## src/rtl/div_pkg.sv

```systemverilog
// Shared definitions for the sequential restoring divider.
// Provides operand width, last iteration index, FSM state type and an
// absolute-value helper used when operands are accepted.
package div_pkg;

   localparam int unsigned DIV_WIDTH = 32;
   localparam int unsigned ITER_LAST = 31;
   localparam int unsigned CNT_W     = 5;

   typedef enum logic [1:0] {
      ST_IDLE = 2'd0,
      ST_RUN  = 2'd1,
      ST_FIX  = 2'd2,
      ST_DONE = 2'd3
   } div_state_e;

   // Two's-complement magnitude; 0x80000000 maps to itself as an unsigned value.
   function automatic logic [DIV_WIDTH-1:0] abs_val(input logic [DIV_WIDTH-1:0] x);
      return x[DIV_WIDTH-1] ? DIV_WIDTH'(-x) : x;
   endfunction

endpackage

```

## src/rtl/div_restoring_if.sv

```systemverilog
// Request/result bundle between the multicycle controller and the divider.
//   start     : one-cycle request (controller -> divider)
//   dividend  : signed numerator   (controller -> divider)
//   divisor   : signed denominator (controller -> divider)
//   busy      : division in progress
//   done      : one-cycle completion pulse (also on divide-by-zero)
//   div_zero  : one-cycle pulse with done when divisor was zero
//   hi / lo   : remainder / quotient
interface div_restoring_if
   import div_pkg::*;
#(
   parameter int unsigned WIDTH = DIV_WIDTH
);
   logic             start;
   logic [WIDTH-1:0] dividend;
   logic [WIDTH-1:0] divisor;
   logic             busy;
   logic             done;
   logic             div_zero;
   logic [WIDTH-1:0] hi;
   logic [WIDTH-1:0] lo;

   modport master (
      output start, dividend, divisor,
      input  busy, done, div_zero, hi, lo
   );

   modport slave (
      input  start, dividend, divisor,
      output busy, done, div_zero, hi, lo
   );
endinterface

```

## src/rtl/div_step.sv

```systemverilog
// One restoring iteration: shift the next dividend bit into the partial
// remainder, subtract the divisor if it fits, and shift the quotient bit in.
//   i_rem   : partial remainder (always below i_dvsr)
//   i_q     : dividend/quotient shift register
//   i_dvsr  : divisor magnitude
//   o_rem_c : next partial remainder
//   o_q_c   : next quotient shift register
module div_step
   import div_pkg::*;
(
   input  logic [DIV_WIDTH-1:0] i_rem,
   input  logic [DIV_WIDTH-1:0] i_q,
   input  logic [DIV_WIDTH-1:0] i_dvsr,
   output logic [DIV_WIDTH-1:0] o_rem_c,
   output logic [DIV_WIDTH-1:0] o_q_c
);
   localparam int unsigned W = DIV_WIDTH;

   logic [W:0] w_rem_sh;
   logic [W:0] w_diff;
   logic       w_fits;

   // The extra top bit keeps the shifted remainder exact; a borrow means no fit.
   assign w_rem_sh = {i_rem, i_q[W-1]};
   assign w_diff   = w_rem_sh - {1'b0, i_dvsr};
   assign w_fits   = ~w_diff[W];

   assign o_rem_c  = w_fits ? w_diff[W-1:0] : w_rem_sh[W-1:0];
   assign o_q_c    = {i_q[W-2:0], w_fits};
endmodule

```

## src/rtl/div_restoring.sv

```systemverilog
// Sequential 32-bit signed divider, one quotient bit per clock.
// Quotient truncates toward zero; remainder takes the dividend's sign.
//   clk   : rising-edge clock
//   reset : asynchronous active-low reset, aborts any division in flight
//   bus   : slave side of div_restoring_if (start/operands in, status/results out)
module div_restoring
   import div_pkg::*;
(
   input  logic           clk,
   input  logic           reset,
   div_restoring_if.slave bus
);
   localparam int unsigned W = DIV_WIDTH;

   div_state_e       r_state, w_state_nx;
   logic [W-1:0]     r_rem, w_rem_nx;
   logic [W-1:0]     r_q, w_q_nx;
   logic [W-1:0]     r_dvsr, w_dvsr_nx;
   logic             r_sign_q, w_sign_q_nx;
   logic             r_sign_r, w_sign_r_nx;
   logic [CNT_W-1:0] r_cnt, w_cnt_nx;
   logic [W-1:0]     r_hi, w_hi_nx;
   logic [W-1:0]     r_lo, w_lo_nx;
   logic             r_busy, w_busy_nx;
   logic             r_done, w_done_nx;
   logic             r_div_zero, w_div_zero_nx;
   logic [W-1:0]     w_step_rem;
   logic [W-1:0]     w_step_q;

   div_step u_step (
      .i_rem   (r_rem),
      .i_q     (r_q),
      .i_dvsr  (r_dvsr),
      .o_rem_c (w_step_rem),
      .o_q_c   (w_step_q)
   );

   // State register
   always_ff @(posedge clk or negedge reset) begin
      if (!reset) r_state <= ST_IDLE;
      else        r_state <= w_state_nx;
   end

   // Next state, datapath updates and registered-output next values
   always_comb begin
      w_state_nx    = r_state;
      w_rem_nx      = r_rem;
      w_q_nx        = r_q;
      w_dvsr_nx     = r_dvsr;
      w_sign_q_nx   = r_sign_q;
      w_sign_r_nx   = r_sign_r;
      w_cnt_nx      = r_cnt;
      w_hi_nx       = r_hi;
      w_lo_nx       = r_lo;
      w_done_nx     = 1'b0;
      w_div_zero_nx = 1'b0;

      case (r_state)
         ST_IDLE: begin
            if (bus.start) begin
               if (bus.divisor == '0) begin
                  // Report immediately without touching hi/lo.
                  w_done_nx     = 1'b1;
                  w_div_zero_nx = 1'b1;
               end else begin
                  w_state_nx  = ST_RUN;
                  w_rem_nx    = '0;
                  w_q_nx      = abs_val(bus.dividend);
                  w_dvsr_nx   = abs_val(bus.divisor);
                  w_sign_q_nx = bus.dividend[W-1] ^ bus.divisor[W-1];
                  w_sign_r_nx = bus.dividend[W-1];
                  w_cnt_nx    = '0;
               end
            end
         end
         ST_RUN: begin
            w_rem_nx = w_step_rem;
            w_q_nx   = w_step_q;
            w_cnt_nx = r_cnt + CNT_W'(1);
            if (r_cnt == CNT_W'(ITER_LAST)) w_state_nx = ST_FIX;
         end
         ST_FIX: begin
            w_lo_nx    = r_sign_q ? W'(-r_q)   : r_q;
            w_hi_nx    = r_sign_r ? W'(-r_rem) : r_rem;
            w_state_nx = ST_DONE;
         end
         ST_DONE: begin
            w_state_nx = ST_IDLE;
         end
         default: begin
            w_state_nx = ST_IDLE;
         end
      endcase

      // Status flags follow the state being entered so they line up with it.
      w_busy_nx = (w_state_nx == ST_RUN) || (w_state_nx == ST_FIX);
      if (w_state_nx == ST_DONE) w_done_nx = 1'b1;
   end

   // Datapath and output registers
   always_ff @(posedge clk or negedge reset) begin
      if (!reset) begin
         r_rem      <= '0;
         r_q        <= '0;
         r_dvsr     <= '0;
         r_sign_q   <= 1'b0;
         r_sign_r   <= 1'b0;
         r_cnt      <= '0;
         r_hi       <= '0;
         r_lo       <= '0;
         r_busy     <= 1'b0;
         r_done     <= 1'b0;
         r_div_zero <= 1'b0;
      end else begin
         r_rem      <= w_rem_nx;
         r_q        <= w_q_nx;
         r_dvsr     <= w_dvsr_nx;
         r_sign_q   <= w_sign_q_nx;
         r_sign_r   <= w_sign_r_nx;
         r_cnt      <= w_cnt_nx;
         r_hi       <= w_hi_nx;
         r_lo       <= w_lo_nx;
         r_busy     <= w_busy_nx;
         r_done     <= w_done_nx;
         r_div_zero <= w_div_zero_nx;
      end
   end

   assign bus.busy     = r_busy;
   assign bus.done     = r_done;
   assign bus.div_zero = r_div_zero;
   assign bus.hi       = r_hi;
   assign bus.lo       = r_lo;
endmodule

```

## src/flat_wrapper.sv

```systemverilog
// flat-port wrapper written by rule: the top's interface ports become plain ports
module div_restoring_flat import div_pkg::*;
  (clk, reset, bus_start, bus_dividend, bus_divisor, bus_busy, bus_done, bus_div_zero, bus_hi, bus_lo);
  div_restoring_if #(.WIDTH(DIV_WIDTH)) bus_i ();
  input  logic clk;
  input  logic reset;
  input wire logic [$bits(bus_i.start)-1:0] bus_start;
  input wire logic [$bits(bus_i.dividend)-1:0] bus_dividend;
  input wire logic [$bits(bus_i.divisor)-1:0] bus_divisor;
  output wire logic [$bits(bus_i.busy)-1:0] bus_busy;
  output wire logic [$bits(bus_i.done)-1:0] bus_done;
  output wire logic [$bits(bus_i.div_zero)-1:0] bus_div_zero;
  output wire logic [$bits(bus_i.hi)-1:0] bus_hi;
  output wire logic [$bits(bus_i.lo)-1:0] bus_lo;
  assign bus_i.start = bus_start;
  assign bus_i.dividend = bus_dividend;
  assign bus_i.divisor = bus_divisor;
  assign bus_busy = bus_i.busy;
  assign bus_done = bus_i.done;
  assign bus_div_zero = bus_i.div_zero;
  assign bus_hi = bus_i.hi;
  assign bus_lo = bus_i.lo;
  div_restoring u_core (.clk(clk), .reset(reset), .bus(bus_i));
endmodule
```

## config.mk

```make
export PLATFORM = sky130hd
export DESIGN_NAME = div_restoring_flat
export DESIGN_NICKNAME = d
export VERILOG_FILES = /design/src/rtl/div_pkg.sv /design/src/rtl/div_restoring_if.sv /design/src/rtl/div_step.sv /design/src/rtl/div_restoring.sv /design/src/flat_wrapper.sv
export SDC_FILE = /design/constraint.sdc
export NUM_CORES = 1
export LEC_CHECK = 0
export ABC_CLOCK_PERIOD_IN_PS = 4350
export CAP_MARGIN = 10
export CORE_ASPECT_RATIO = 0.8
export CORE_MARGIN = 4
export CORE_UTILIZATION = 58
export DETAILED_ROUTE_END_ITERATION = 7
export PLACE_DENSITY = 0.88
export SLEW_MARGIN = 20
export SYNTH_ARGS = -nofsm -noshare
export SYNTH_HDL_FRONTEND = slang
export SYNTH_HIERARCHICAL = 1
export SYNTH_SLANG_ARGS = --single-unit
```

## constraint.sdc

```tcl
create_clock -name clk -period 4.35 [get_ports clk]
set_input_delay 0.6525 -clock clk [delete_from_list [all_inputs] [get_ports clk]]
set_output_delay 0.6525 -clock clk [all_outputs]
set_load 0.01 [all_outputs]
```

; Yosys cells after proc, flatten, opt, wreduce, memory -nomap -nowiden
; Index checks and enable logic that the tools add are counted.
[word_totals]
out_inout_bits = 67
in_bits = 67
register_bits = 172
word_cells = 58
[classes]
addsub = 6
n_eq_ne = 9
mux = 22
reduce_logical = 6
bitwise = 3
[ops]
columns = op, count
row1 = $mux W32, 9
row2 = $neg A32 Y32, 4
row3 = $pmux W32 S2, 2
row4 = $sub A33 B32 Y33, 1
row5 = $logic_not A32 Y1, 1
row6 = $mux W5, 2
row7 = $pmux W5 S2, 1
row8 = $eq A2 B2 Y1 const B, 4
row9 = $pmux W2 S4, 1
row10 = $mux W2, 3
row11 = $reduce_and A3 Y1, 2
row12 = $add A5 B1 Y5 const B, 1
row13 = $eq A5 B5 Y1 const B, 1
row14 = $eq A2 B1 Y1 const B, 2
row15 = $mux W1, 4
row16 = $ne A2 B2 Y1 const B, 2
row17 = $logic_not A2 Y1, 1
row18 = $not A1 Y1, 2
row19 = $reduce_bool A2 Y1, 1
row20 = $logic_or A1 B1 Y1, 1
row21 = $xor A1 B1 Y1, 1

; Depth between registers and ports, before layout
; Gate-level depths: netlist of the first run.
[depth]
word_depth = 6
mapped_depth = 17
depth_no_buf = 15

; Modules after synthesis
; The synthesis of the first run kept the hierarchy.
[by_module_without_submodules]
columns = module, area_each_um2, seq_area_each_um2, n_inst, cells_per_inst
row1 = div_restoring, 9354.0, 4304.1, 1, 943
row2 = div_step, 2598.7, 0.0, 1, 337

; Worst setup path after synthesis of the first run
; No wires, ideal clock.
[synth_path]
path_type = register to register
from = register u_core.r_q[31]
to = register u_core.r_rem[10]
arrival_time_ps = 3341
synth_period_minus_slack_ps = 3462
slack_ps = 888
required_ps = 4229
setup_time_ps = 121
path_stages_with_launch = 17
path_buffers = 2
path_cell_list = dfrtp_1 inv_1 ha_1 fa_1 and2b_1 o2111ai_2 a21oi_2 o2111ai_1 a211oi_2 nor2_4 mux2i_4 and2_4 buf_12 inv_8 buf_12 mux2_4 a22o_1
[synth_between]
elab_chain_cells = 3
[synth_lines]
columns = element, line_no
row1 = start: declaration, div_restoring.sv:17  ; logic [W-1:0] r_q, w_q_nx;
row2 = start signal: assignment, div_restoring.sv:116  ; r_q <= w_q_nx;
row3 = $sub A33 B32 Y33, div_step.sv:25  ; assign w_diff = w_rem_sh - {1'b0, i_dvsr};
row4 = $mux W32, div_step.sv:28  ; assign o_rem_c = w_fits ? w_diff[W-1:0] : w_rem_sh[W-1:0];
row5 = via u_core.w_step_rem[10], div_restoring.sv:27  ; logic [W-1:0] w_step_rem;
row6 = $pmux W32 S2, div_restoring.sv:58  ; case (r_state)
row7 = end signal: assignment, div_restoring.sv:115  ; r_rem <= w_rem_nx;
row8 = end: declaration, div_restoring.sv:16  ; logic [W-1:0] r_rem, w_rem_nx;
; The timed path passes the listed nets, and every way through them passes these cells.
; A chain may end at the register's enable or synchronous reset.

; Worst setup path in the final report of the first run
[layout_path]
from = register u_core.r_q[31]
to = register u_core.r_rem[3]
; Same word-level chain as after synthesis.

==> results.sh, run 1 <==
export IMPL_wire_per_inst_um=19.8
export IMPL_maxSlewViolCount=0
export IMPL_antenna_cells=0
export IMPL_synth_edf_count=0
export IMPL_holdWs_ns=0.319
export IMPL_peakVddDrop_uv=509
export IMPL_crit_buf_inv=2
export IMPL_cts_buffers=17
export IMPL_die_w_um=169
export IMPL_rows=46
export IMPL_grt_pass1_vias=9585
export IMPL_syn_num_nets=1386
export IMPL_cts_setup_buffers=0
export IMPL_cts_clk_slew_worst_paths_ns=0.06
export IMPL_overflow=0
export IMPL_critical_path_top_delay_family="compound AO/OA/AOI/OAI gates"
export IMPL_synth_area_mm2=0.0120
export IMPL_p_leak_nw=5.92
export IMPL_nNetsFinal=1449
export IMPL_drtIter0Drc=1367
export IMPL_async_flop_share_pct=100
export IMPL_finalCriticalPeriod_ns=3.77
export IMPL_fin_skew_ns=0.0114
export IMPL_core_mm2=0.0200
export IMPL_dieArea_mm2=0.0230
export IMPL_dpl_hpwl_um=23400
export IMPL_cpPeakStageDelay_ns=0.42
export IMPL_cellPowerDensity_mw_per_mm2=833
export IMPL_worstHoldPathType="in2async"
export IMPL_ctsResizeCount=0
export IMPL_fillerInstances=1513
export IMPL_synth_cell_types=83
export IMPL_clkLatencyLatePin_ns=0.43
export IMPL_clkSinkCount=172
export IMPL_worstSetupEndpointType="flop"
export IMPL_finalSetupTns_ns=0
export IMPL_area_delta_synth_final_pct=14.9
export IMPL_wl_um=32100
export IMPL_synth_main_ff_cell="dfrtp_1"
export IMPL_critPathSlowestCell="dfrtp_1"
export IMPL_grtUsageTotal_pct=28.0
export IMPL_tightest_slew_ns=1.09
export IMPL_viasPerCell=6.39
export IMPL_grt_max_degree=133
export IMPL_ctsLongestPathBuffers=2
export IMPL_drive_gt1_share_pct=10.5
export IMPL_firstDrtPassIters=6
export IMPL_ant_nets=0
export IMPL_critPathLaunchType="flop"
export IMPL_gp_congestion=0.938
export IMPL_num_vias=10300
export IMPL_power_mw=11.4
export IMPL_cts_tree="built"
export IMPL_outcome="finished, final reports clean"
export IMPL_clock_root_buffer="clkbuf_16"
export IMPL_maxSlewHeadroom_pct=27.2
export IMPL_maxCapViolCount=0
export IMPL_cp_max_fo=24
export IMPL_synth_seq_area_share_pct=36.0
export IMPL_crit_type="reg2reg"
export IMPL_antenna_found_initial=0
export IMPL_finalHoldViolations=0
export IMPL_avgSynthCellArea_um2=9.34
export IMPL_cts_max_level=4
export IMPL_fmax_ghz=0.265
export IMPL_setup_viol=0
export IMPL_die_h_um=136
export IMPL_io_buffers=133
export IMPL_rsz0062_at_grt="no"
export IMPL_ys_ff_latch=172
export IMPL_period_share_pct=86.7
export IMPL_post_route_drc_count=0
export IMPL_synthCells=1280
export IMPL_grt_pass1_wl_um=51500
export IMPL_worstPathRequired_ns=4.66
export IMPL_crit_chain="inv_1 > ha_1 > fa_1 > and2b_1 > o2111ai_2 > a21oi_2 > o2111ai_1 > a211oi_2 > nor2_4 > mux2i_4 > and2_4 > inv_8 > mux2_2 > a22o_1"
export IMPL_pin_count=134
export IMPL_start_util_pct=59.7
export IMPL_worst_ep_arrival_time_ns=4.09
export IMPL_yosys_warnings=6
export IMPL_cts_hold_buffers_added=0
## sequential cells by signal, indices dropped and copies added (netlist names)
name                 count
u_core/r_sign_r          1
u_core/bus.busy          1
u_core/r_rem            32
u_core/r_q              32
u_core/r_state           2
u_core/r_dvsr           32
u_core/r_cnt             5
u_core/bus.div_zero      1
u_core/bus.done          1
u_core/bus.lo           32
u_core/bus.hi           32
u_core/r_sign_q          1
## power by group
group	internal (mW)	switching, mW
sequential	2.19	0.847
combinational	3.36	3.53
clock	0.855	0.656
## routing by layer
metal	global-route usage [%]	wire [um]	share of wire (%)
met1	42.7	14600	46
met5	0	0	0
met2	39.6	13100	41
met4	5.68	427	1.3
met3	8.05	3950	12
## per-stage QoR
stage / area (um^2) / worst slack [ns] / std cells / utilization, %
final: 13700 / 0.578 / 1620 / 68.5
after global routing: 13700 / 0.434 / 1620 / 68.5
after CTS: 13700 / 0.607 / 1619 / 68.4
after detailed placement: 13100 / 0.634 / 1587 / 65.5
after global placement: 13100 / 0.746 / 1587 / 65.5
after floorplan: 12000 / 0.888 / 1280 / -
## area by class of cell
class	count	area [um^2]	area share [%]
Clock buffer	21	440	3.21
Clock inverter	11	135	0.984
Inverter	62	243	1.77
Multi-Input combinational cell	940	6790	49.5
Sequential cell	172	4300	31.4
Tap cell	264	330	2.41
Timing Repair Buffer	150	1480	10.8
## placed cells by master, fill, tap and decap left out, types with 38 or more instances in the layout
cell               n
o31ai_1           46
dfrtp_1          172
clkdlybuf4s50_1  132
inv_1             60
ha_1              38
xor2_1            87
nand2_1          127
xnor2_1           55
o21ai_0          140
## synthesized netlist by cell type (11+ instances only)
| cell | n | area share (%) |
|---|---|---|
| nor3_1 | 15 | 0.63 |
| or4_1 | 24 | 1.5 |
| or3_1 | 18 | 0.94 |
| mux2_2 | 31 | 2.9 |
| or2_2 | 11 | 0.58 |
| nor2_1 | 30 | 0.94 |
| a21o_1 | 18 | 1.1 |
| a22o_1 | 35 | 2.6 |
| mux2_4 | 28 | 3.5 |
| buf_4 | 35 | 2.2 |
| inv_1 | 60 | 1.9 |
| o21ai_0 | 140 | 5.9 |
| clkbuf_1 | 50 | 1.6 |
| nand2_1 | 127 | 4.0 |
| nand3_1 | 24 | 1.0 |
| a21oi_1 | 35 | 1.5 |
| xor2_1 | 87 | 6.4 |
| dfrtp_1 | 172 | 36 |
| o41ai_1 | 35 | 2.6 |
| ha_1 | 38 | 4.0 |
| nor4_1 | 13 | 0.68 |
| o31ai_1 | 46 | 2.9 |
| xnor2_1 | 55 | 4.0 |
## logic make-up (layout without fill, tap and decap cells)
family / Yosys count / in the layout / synth area share [%]
xor gates and xnor gates: 142 / 142 / 10.4
DFF: 172 / 172 / 36.0
adders and majority gates: 39 / 39 / 4.15
muxes: 67 / 67 / 7.21
buffers and inverters: 168 / 244 / 7.36
AOI/OAI and AO/OA: 373 / 373 / 21.1
and+or+nand+nor: 319 / 319 / 13.8
## worst paths after layout
path | startpoint | to | slack (ns) | cells past startpoint
setup / recovery | u_core/r_q[31]$_DFFE_PN0P_ | u_core/r_rem[3]$_DFFE_PN0P_ | 0.58 | 14
hold / removal | reset | u_core/r_q[27]$_DFFE_PN0P_ | 0.32 | 1
setup reg to reg | u_core/r_q[31]$_DFFE_PN0P_ | u_core/r_rem[3]$_DFFE_PN0P_ | 0.58 | 14
hold reg to reg | u_core/bus.lo[9]$_DFFE_PN0N_ | u_core/bus.lo[9]$_DFFE_PN0N_ | 0.48 | 2
max in group asynchronous | reset | u_core/bus.hi[19]$_DFFE_PN0N_ | 3.11 | 2
min in group clk | u_core/bus.lo[9]$_DFFE_PN0N_ | u_core/bus.lo[9]$_DFFE_PN0N_ | 0.48 | 2
Power figures use the tool's default switching activity.
==> inputs of run 2 (changes only) <==
--- a/config.mk
+++ b/config.mk
@@ -8,11 +8,10 @@
 export ABC_CLOCK_PERIOD_IN_PS = 4350
 export CAP_MARGIN = 10
 export CORE_ASPECT_RATIO = 0.8
-export CORE_MARGIN = 4
+export CORE_MARGIN = 2
 export CORE_UTILIZATION = 58
 export DETAILED_ROUTE_END_ITERATION = 7
 export PLACE_DENSITY = 0.88
-export SLEW_MARGIN = 20
 export SYNTH_ARGS = -nofsm -noshare
 export SYNTH_HDL_FRONTEND = slang
 export SYNTH_HIERARCHICAL = 1
==> constraint.sdc (replaced) <==
create_clock -name clk -period 4.35 [get_ports clk]
set_input_delay 0.435 -clock clk [delete_from_list [all_inputs] [get_ports clk]]
set_output_delay 0.435 -clock clk [all_outputs]
set_load 0.01 [all_outputs]
==> run 2 against run 1 <==
Against the previous run: sequential cell count is the same; non-clock buffer count shrank 6; critical endpoint is now u_core/r_rem[4]$_DFFE_PN0P_; routed wire length shrank 1.2%; setup slack gained 0.040 ns; final area shrank 0.58%; first-iteration DRC count shrank 4.7%; largest cell class unchanged.
==> results.sh, run 2 (synthesis results as in run 1) <==
export IMPL_gp_congestion=0.914
export IMPL_clock_root_buffer="clkbuf_16"
export IMPL_cts_tree="built"
export IMPL_reg2regPathDepth=14
export IMPL_maxSlewHeadroom_pct=33.6
export IMPL_r2r_slack_ns=0.62
export IMPL_grt_pass1_vias=9571
export IMPL_cts_setup_buffers=0
export IMPL_crit_type="reg2reg"
export IMPL_p_leak_nw=5.89
export IMPL_viasPerCell=6.37
export IMPL_peakVddDrop_uv=454
export IMPL_nNetsFinal=1443
export IMPL_cts_buffers=17
export IMPL_ctsResizeCount=0
export IMPL_cp_max_fo=24
export IMPL_ant_nets=0
export IMPL_period_share_pct=85.8
export IMPL_r2r_end="u_core/r_rem[4]$_DFFE_PN0P_"
export IMPL_io_buffers=133
export IMPL_finalSetupTns_ns=0
export IMPL_finalInstanceArea_mm2=0.0136
export IMPL_clkLatencyLatePin_ns=0.44
export IMPL_place_area_mm2=0.0131
export IMPL_rows=46
export IMPL_grtUsageTotal_pct=29.8
export IMPL_mostFrequentLayoutCell="dfrtp_1"
export IMPL_critPathLaunchType="flop"
export IMPL_grt_pass1_wl_um=51500
export IMPL_worstHoldPathType="in2async"
export IMPL_antenna_cells=0
export IMPL_timing_rr_start="u_core/r_q[31]$_DFFE_PN0P_"
export IMPL_core_mm2=0.0200
export IMPL_finalCriticalPeriod_ns=3.73
export IMPL_wl_um=31700
export IMPL_finalHoldViolations=0
export IMPL_cts_clk_slew_worst_paths_ns=0.07
export IMPL_area_delta_synth_final_pct=14.2
export IMPL_dieArea_mm2=0.0218
export IMPL_outcome="finished, final reports clean"
export IMPL_fillerInstances=1552
export IMPL_maxCapViolCount=0
export IMPL_worstSetupEndpointType="flop"
export IMPL_tightest_slew_ns=0.995
export IMPL_drtIter0Drc=1303
export IMPL_maxSlewViolCount=0
export IMPL_wire_per_inst_um=19.6
export IMPL_mostFrequentLayoutCells="dfrtp_1 (172), o21ai_0 (140), clkdlybuf4s50_1 (132)"
export IMPL_startpoint="u_core/r_q[31]$_DFFE_PN0P_"
export IMPL_pin_count=134
export IMPL_die_h_um=132
export IMPL_die_w_um=165
export IMPL_setup_viol=0
export IMPL_clkSinkCount=172
export IMPL_start_util_pct=59.7
export IMPL_fin_skew_ns=0.0104
export IMPL_worstPathRequired_ns=4.66
export IMPL_ctsLongestPathBuffers=2
export IMPL_antenna_found_initial=0
export IMPL_rsz0062_at_grt="no"
export IMPL_post_route_util_pct=68.1
export IMPL_firstDrtPassIters=5
export IMPL_drive_gt1_share_pct=10.3
export IMPL_num_vias=10300
export IMPL_overflow=0
export IMPL_worst_ep_arrival_time_ns=4.05
export IMPL_post_route_drc_count=0
export IMPL_dpl_hpwl_um=23500
export IMPL_fmax_ghz=0.268
export IMPL_grt_max_degree=101
export IMPL_cellPowerDensity_mw_per_mm2=834
export IMPL_cts_hold_buffers_added=0
export IMPL_cts_max_level=4
## run 2: area by class of cell
class / count / area [um^2] / share of cell area (%)
clock buffers: 18 / 429 / 3.14
clock inverters: 13 / 134 / 0.981
inverters: 62 / 243 / 1.78
multi-input cells: 940 / 6790 / 49.8
flip-flops and latches: 172 / 4300 / 31.5
well taps: 264 / 330 / 2.42
repair buffers: 144 / 1420 / 10.4
## run 2: worst max path at each step
stage                                         to  slack [ns]  cells past startpoint
finish               u_core/r_rem[4]$_DFFE_PN0P_        0.62                     14
global route        u_core/r_rem[25]$_DFFE_PN0P_        0.42                     14
CTS                  u_core/r_rem[4]$_DFFE_PN0P_        0.64                     14
detailed placement   u_core/r_rem[7]$_DFFE_PN0P_        0.67                     14
global placement     u_core/r_rem[7]$_DFFE_PN0P_        0.77                     14
floorplan           u_core/r_rem[10]$_DFFE_PN0P_        0.89                     16
## run 2: worst max-delay path: stages (launching register included)
cell       delay (ns)
dfrtp_1          0.42
inv_1            0.06
ha_1             0.23
fa_1             0.41
and2b_1          0.25
o2111ai_2        0.13
a21oi_2          0.21
o2111ai_1        0.18
a211oi_2         0.33
nor2_4           0.10
mux2i_4          0.24
and2_4           0.24
inv_8            0.19
mux2_2           0.38
a22o_1           0.21
## run 2: power breakdown
group | total, mW | switching (mW) | internal, mW | leakage [nW]
logic | 6.88 | 3.56 | 3.32 | 3.61
registers | 3.02 | 0.829 | 2.19 | 2.00
clock network | 1.49 | 0.690 | 0.802 | 0.276
total | 11.4 | 5.08 | 6.31 | 5.89
## run 2: per-stage QoR
step	hold WS, ns	std cells	setup WS, ns	power [mW]
final	0.0552	1613	0.618	11.4
after global routing	0.165	1613	0.416	12.1
after CTS	0.138	1613	0.642	11.2
after detailed placement	0.470	1582	0.668	9.69
after global placement	0.460	1582	0.767	9.46
after floorplan	0.139	1280	0.888	8.42
## run 2: routing by layer
layer | wire (um) | part of all wire [%] | track usage, %
met2 | 13100 | 41 | 40.9
met3 | 3380 | 11 | 7.68
met1 | 14800 | 47 | 47.3
met4 | 332 | 1.0 | 5.75
met5 | 0 | 0 | 0
==> inputs of run 3 (changes only) <==
--- a/config.mk
+++ b/config.mk
@@ -5,13 +5,14 @@
 export SDC_FILE = /design/constraint.sdc
 export NUM_CORES = 1
 export LEC_CHECK = 0
+export ABC_AREA = 1
 export ABC_CLOCK_PERIOD_IN_PS = 4350
 export CAP_MARGIN = 10
-export CORE_ASPECT_RATIO = 0.8
 export CORE_MARGIN = 2
-export CORE_UTILIZATION = 58
+export CORE_UTILIZATION = 60
+export CTS_BUF_LIST = sky130_fd_sc_hd__clkbuf_4
 export DETAILED_ROUTE_END_ITERATION = 7
-export PLACE_DENSITY = 0.88
+export PLACE_DENSITY = 0.89
 export SYNTH_ARGS = -nofsm -noshare
 export SYNTH_HDL_FRONTEND = slang
 export SYNTH_HIERARCHICAL = 1
==> run 3 against run 2 <==
Against the previous run: critical endpoint is now u_core/r_rem[13]$_DFFE_PN0P_; highest routed layer unchanged; combinational power rose by 21%; global-route usage is 4.7 points higher; routed wire length up 30%; clock skew rose by 0.018 ns; first-iteration DRC count increased by 28%; sequential cell count did not move; area after synthesis up 15%; cell count increased by 60%; final area is 12% higher.
==> results.sh, run 3 <==
export IMPL_outcome="finished, final reports clean"
export IMPL_worstSetupEndpointType="flop"
export IMPL_num_vias=14500
export IMPL_holdWs_ns=0.435
export IMPL_wire_per_inst_um=16.0
export IMPL_finalHoldViolations=0
export IMPL_mostFrequentLayoutCell="nand2_1"
export IMPL_post_route_drc_count=0
export IMPL_synth_edf_count=0
export IMPL_grt_pass1_wl_um=66400
export IMPL_core_mm2=0.0226
export IMPL_die_w_um=155
export IMPL_synth_top_cell_by_area="dfrtp_1"
export IMPL_worstHoldPathType="in2async"
export IMPL_clkLatencyLatePin_ns=0.61
export IMPL_firstDrtPassIters=6
export IMPL_overflow=0
export IMPL_cts_clk_slew_worst_paths_ns=0.18
export IMPL_async_flop_share_pct=100
export IMPL_drive_gt1_share_pct=4.05
export IMPL_finalCriticalPeriod_ns=2.88
export IMPL_rows=55
export IMPL_io_buffers=133
export IMPL_maxSlewHeadroom_pct=42.2
export IMPL_cellPowerDensity_mw_per_mm2=825
export IMPL_synthCells=2217
export IMPL_worstPathRequired_ns=4.88
export IMPL_fillerInstances=2125
export IMPL_synth_most_common_cell="nand2_1"
export IMPL_ctsLongestPathBuffers=2
export IMPL_antenna_found_initial=1
export IMPL_start_util_pct=60.8
export IMPL_synth_area_leaders="dfrtp_1 (31%), nand2_1 (24%), inv_1 (7.7%)"
export IMPL_finalSetupTns_ns=0
export IMPL_viasPerCell=5.61
export IMPL_fmax_ghz=0.347
export IMPL_wl_um=41200
export IMPL_cts_buffers=17
export IMPL_worst_ep_arrival_time_ns=3.41
export IMPL_clkSinkCount=172
export IMPL_drtIter0Drc=1666
export IMPL_setup_viol=0
export IMPL_area_delta_synth_final_pct=11.1
export IMPL_ys_ff_latch=172
export IMPL_peakVddDrop_uv=489
export IMPL_yosys_warnings=6
export IMPL_grtUsageTotal_pct=34.6
export IMPL_die_h_um=155
export IMPL_clock_root_buffer="clkbuf_4"
export IMPL_mostFrequentLayoutCells="nand2_1 (859), inv_1 (279), nor2_1 (196)"
export IMPL_maxSlewViolCount=0
export IMPL_ys_top_cells_by_count="nand2_1 (859), inv_1 (280), nor2_1 (198), nand3_1 (184), dfrtp_1 (172)"
export IMPL_dpl_hpwl_um=31600
export IMPL_gp_congestion=1.04
export IMPL_nNetsFinal=2389
export IMPL_synth_main_ff_cell="dfrtp_1"
export IMPL_tightest_slew_ns=0.866
export IMPL_synth_cell_types=39
export IMPL_cp_max_fo=33
export IMPL_p_leak_nw=8.08
export IMPL_critPathLaunchType="flop"
export IMPL_fin_skew_ns=0.0288
export IMPL_dieArea_mm2=0.0241
export IMPL_maxCapViolCount=0
export IMPL_syn_num_nets=2323
export IMPL_avgSynthCellArea_um2=6.19
export IMPL_ant_nets=0
export IMPL_synth_top_area_share_pct=31.4
export IMPL_synth_seq_area_share_pct=31.4
export IMPL_cts_max_level=4
export IMPL_crit_type="reg2reg"
export IMPL_synth_area_mm2=0.0137
export IMPL_rsz0062_at_grt="no"
export IMPL_cts_tree="built"
export IMPL_grt_pass1_vias=13000
export IMPL_grt_max_degree=88
export IMPL_period_share_pct=66.2
export IMPL_pin_count=134
run 3: cell types whose count changed after synthesis, moves of 28 or more:
cell     delta
nand2_1   +732
inv_1     +220
nor2_1    +168
nand3_1   +160
xnor2_1    -43
xor2_1     -42
o31ai_1    -37
a22o_1     -35
o41ai_1    -35
mux2_2     -31
mux2_4     -28
run 3: cell type report:
cell class | instances | area [um^2] | area share, %
clock inverters | 15 | 175 | 1.15
multi-input cells | 1662 | 7760 | 51.0
inverters | 286 | 1070 | 7.05
diodes | 1 | 2.50 | 0.0164
repair buffers | 144 | 1430 | 9.39
flip-flops and latches | 172 | 4300 | 28.3
clock buffers | 17 | 128 | 0.838
well taps | 285 | 357 | 2.34
run 3: per-layer routing:
metal  vias up  track usage (%)  part of all wire (%)
li1       7017                -                     -
met1      6606             51.3                    43
met2       789             52.6                    44
met3        74             5.10                    11
met4         0             9.92                   2.5
met5         -                0                     0
run 3: repair_timing:
action | 4_1_cts | 5_1_grt
setup endpoints to repair | 0 | 0
resized for setup | 0 | 0
hold endpoints to repair | 86 | 0
buffers inserted | 0 | 0
hold buffers | 1 | 0
run 3: kinds of logic after synthesis:
kind of cell    Yosys count  share of synthesized area, %
compound gates          221                          8.60
xor+xnor                 57                          3.64
fa+ha+maj                39                          3.61
buf+inv                 383                          12.1
flops                   172                          31.4
simple gates           1345                          40.6
run 3: where the power goes:
group	switching, mW	internal, mW
Clock	0.677	0.318
Combinational	5.38	2.96
Sequential	0.862	2.37
Total	6.92	5.64
run 3: critical path, cell delays in order (launching register included):
cell	delay, ns
dfrtp_1	0.51
inv_1	0.08
ha_1	0.24
fa_1	0.41
inv_1	0.11
nand2_1	0.06
nand2_1	0.07
nand3_1	0.09
nand2_2	0.13
nand2_1	0.08
nand2_2	0.10
nand2_2	0.08
nand2_2	0.09
nand2_2	0.07
nand2_4	0.29
nand2_1	0.13
nand2_1	0.11
nand2_1	0.05
o21ai_0	0.11
run 3: worst paths after layout:
| check | depth (start not counted) | slack (ns) | from | endpoint |
|---|---|---|---|---|
| worst max-delay path | 18 | 1.47 | u_core/r_q[31]$_DFFE_PN0P_ | u_core/r_rem[13]$_DFFE_PN0P_ |
| worst min-delay path | 2 | 0.43 | reset | u_core/bus.hi[10]$_DFFE_PN0N_ |
| worst max register to register | 18 | 1.47 | u_core/r_q[31]$_DFFE_PN0P_ | u_core/r_rem[13]$_DFFE_PN0P_ |
| worst min register to register | 2 | 0.50 | u_core/r_dvsr[31]$_DFFE_PN0P_ | u_core/r_dvsr[31]$_DFFE_PN0P_ |
| max in group asynchronous | 3 | 2.94 | reset | u_core/r_dvsr[0]$_DFFE_PN0P_ |
| min in group clk | 3 | 0.46 | bus_divisor[0] | u_core/r_dvsr[0]$_DFFE_PN0P_ |
run 3: stage by stage:
stage	instance area, um^2	instances	utilization, %	power [mW]	setup WS (ns)
after floorplan	13700	2217	-	9.05	2.10
after detailed placement	14900	2548	66.1	11.3	1.04
after CTS	15200	2581	67.5	12.4	1.56
after global routing	15200	2582	67.5	13.7	1.27
after global placement	14900	2548	66.1	11.1	1.11
final	15200	2582	67.5	12.6	1.47
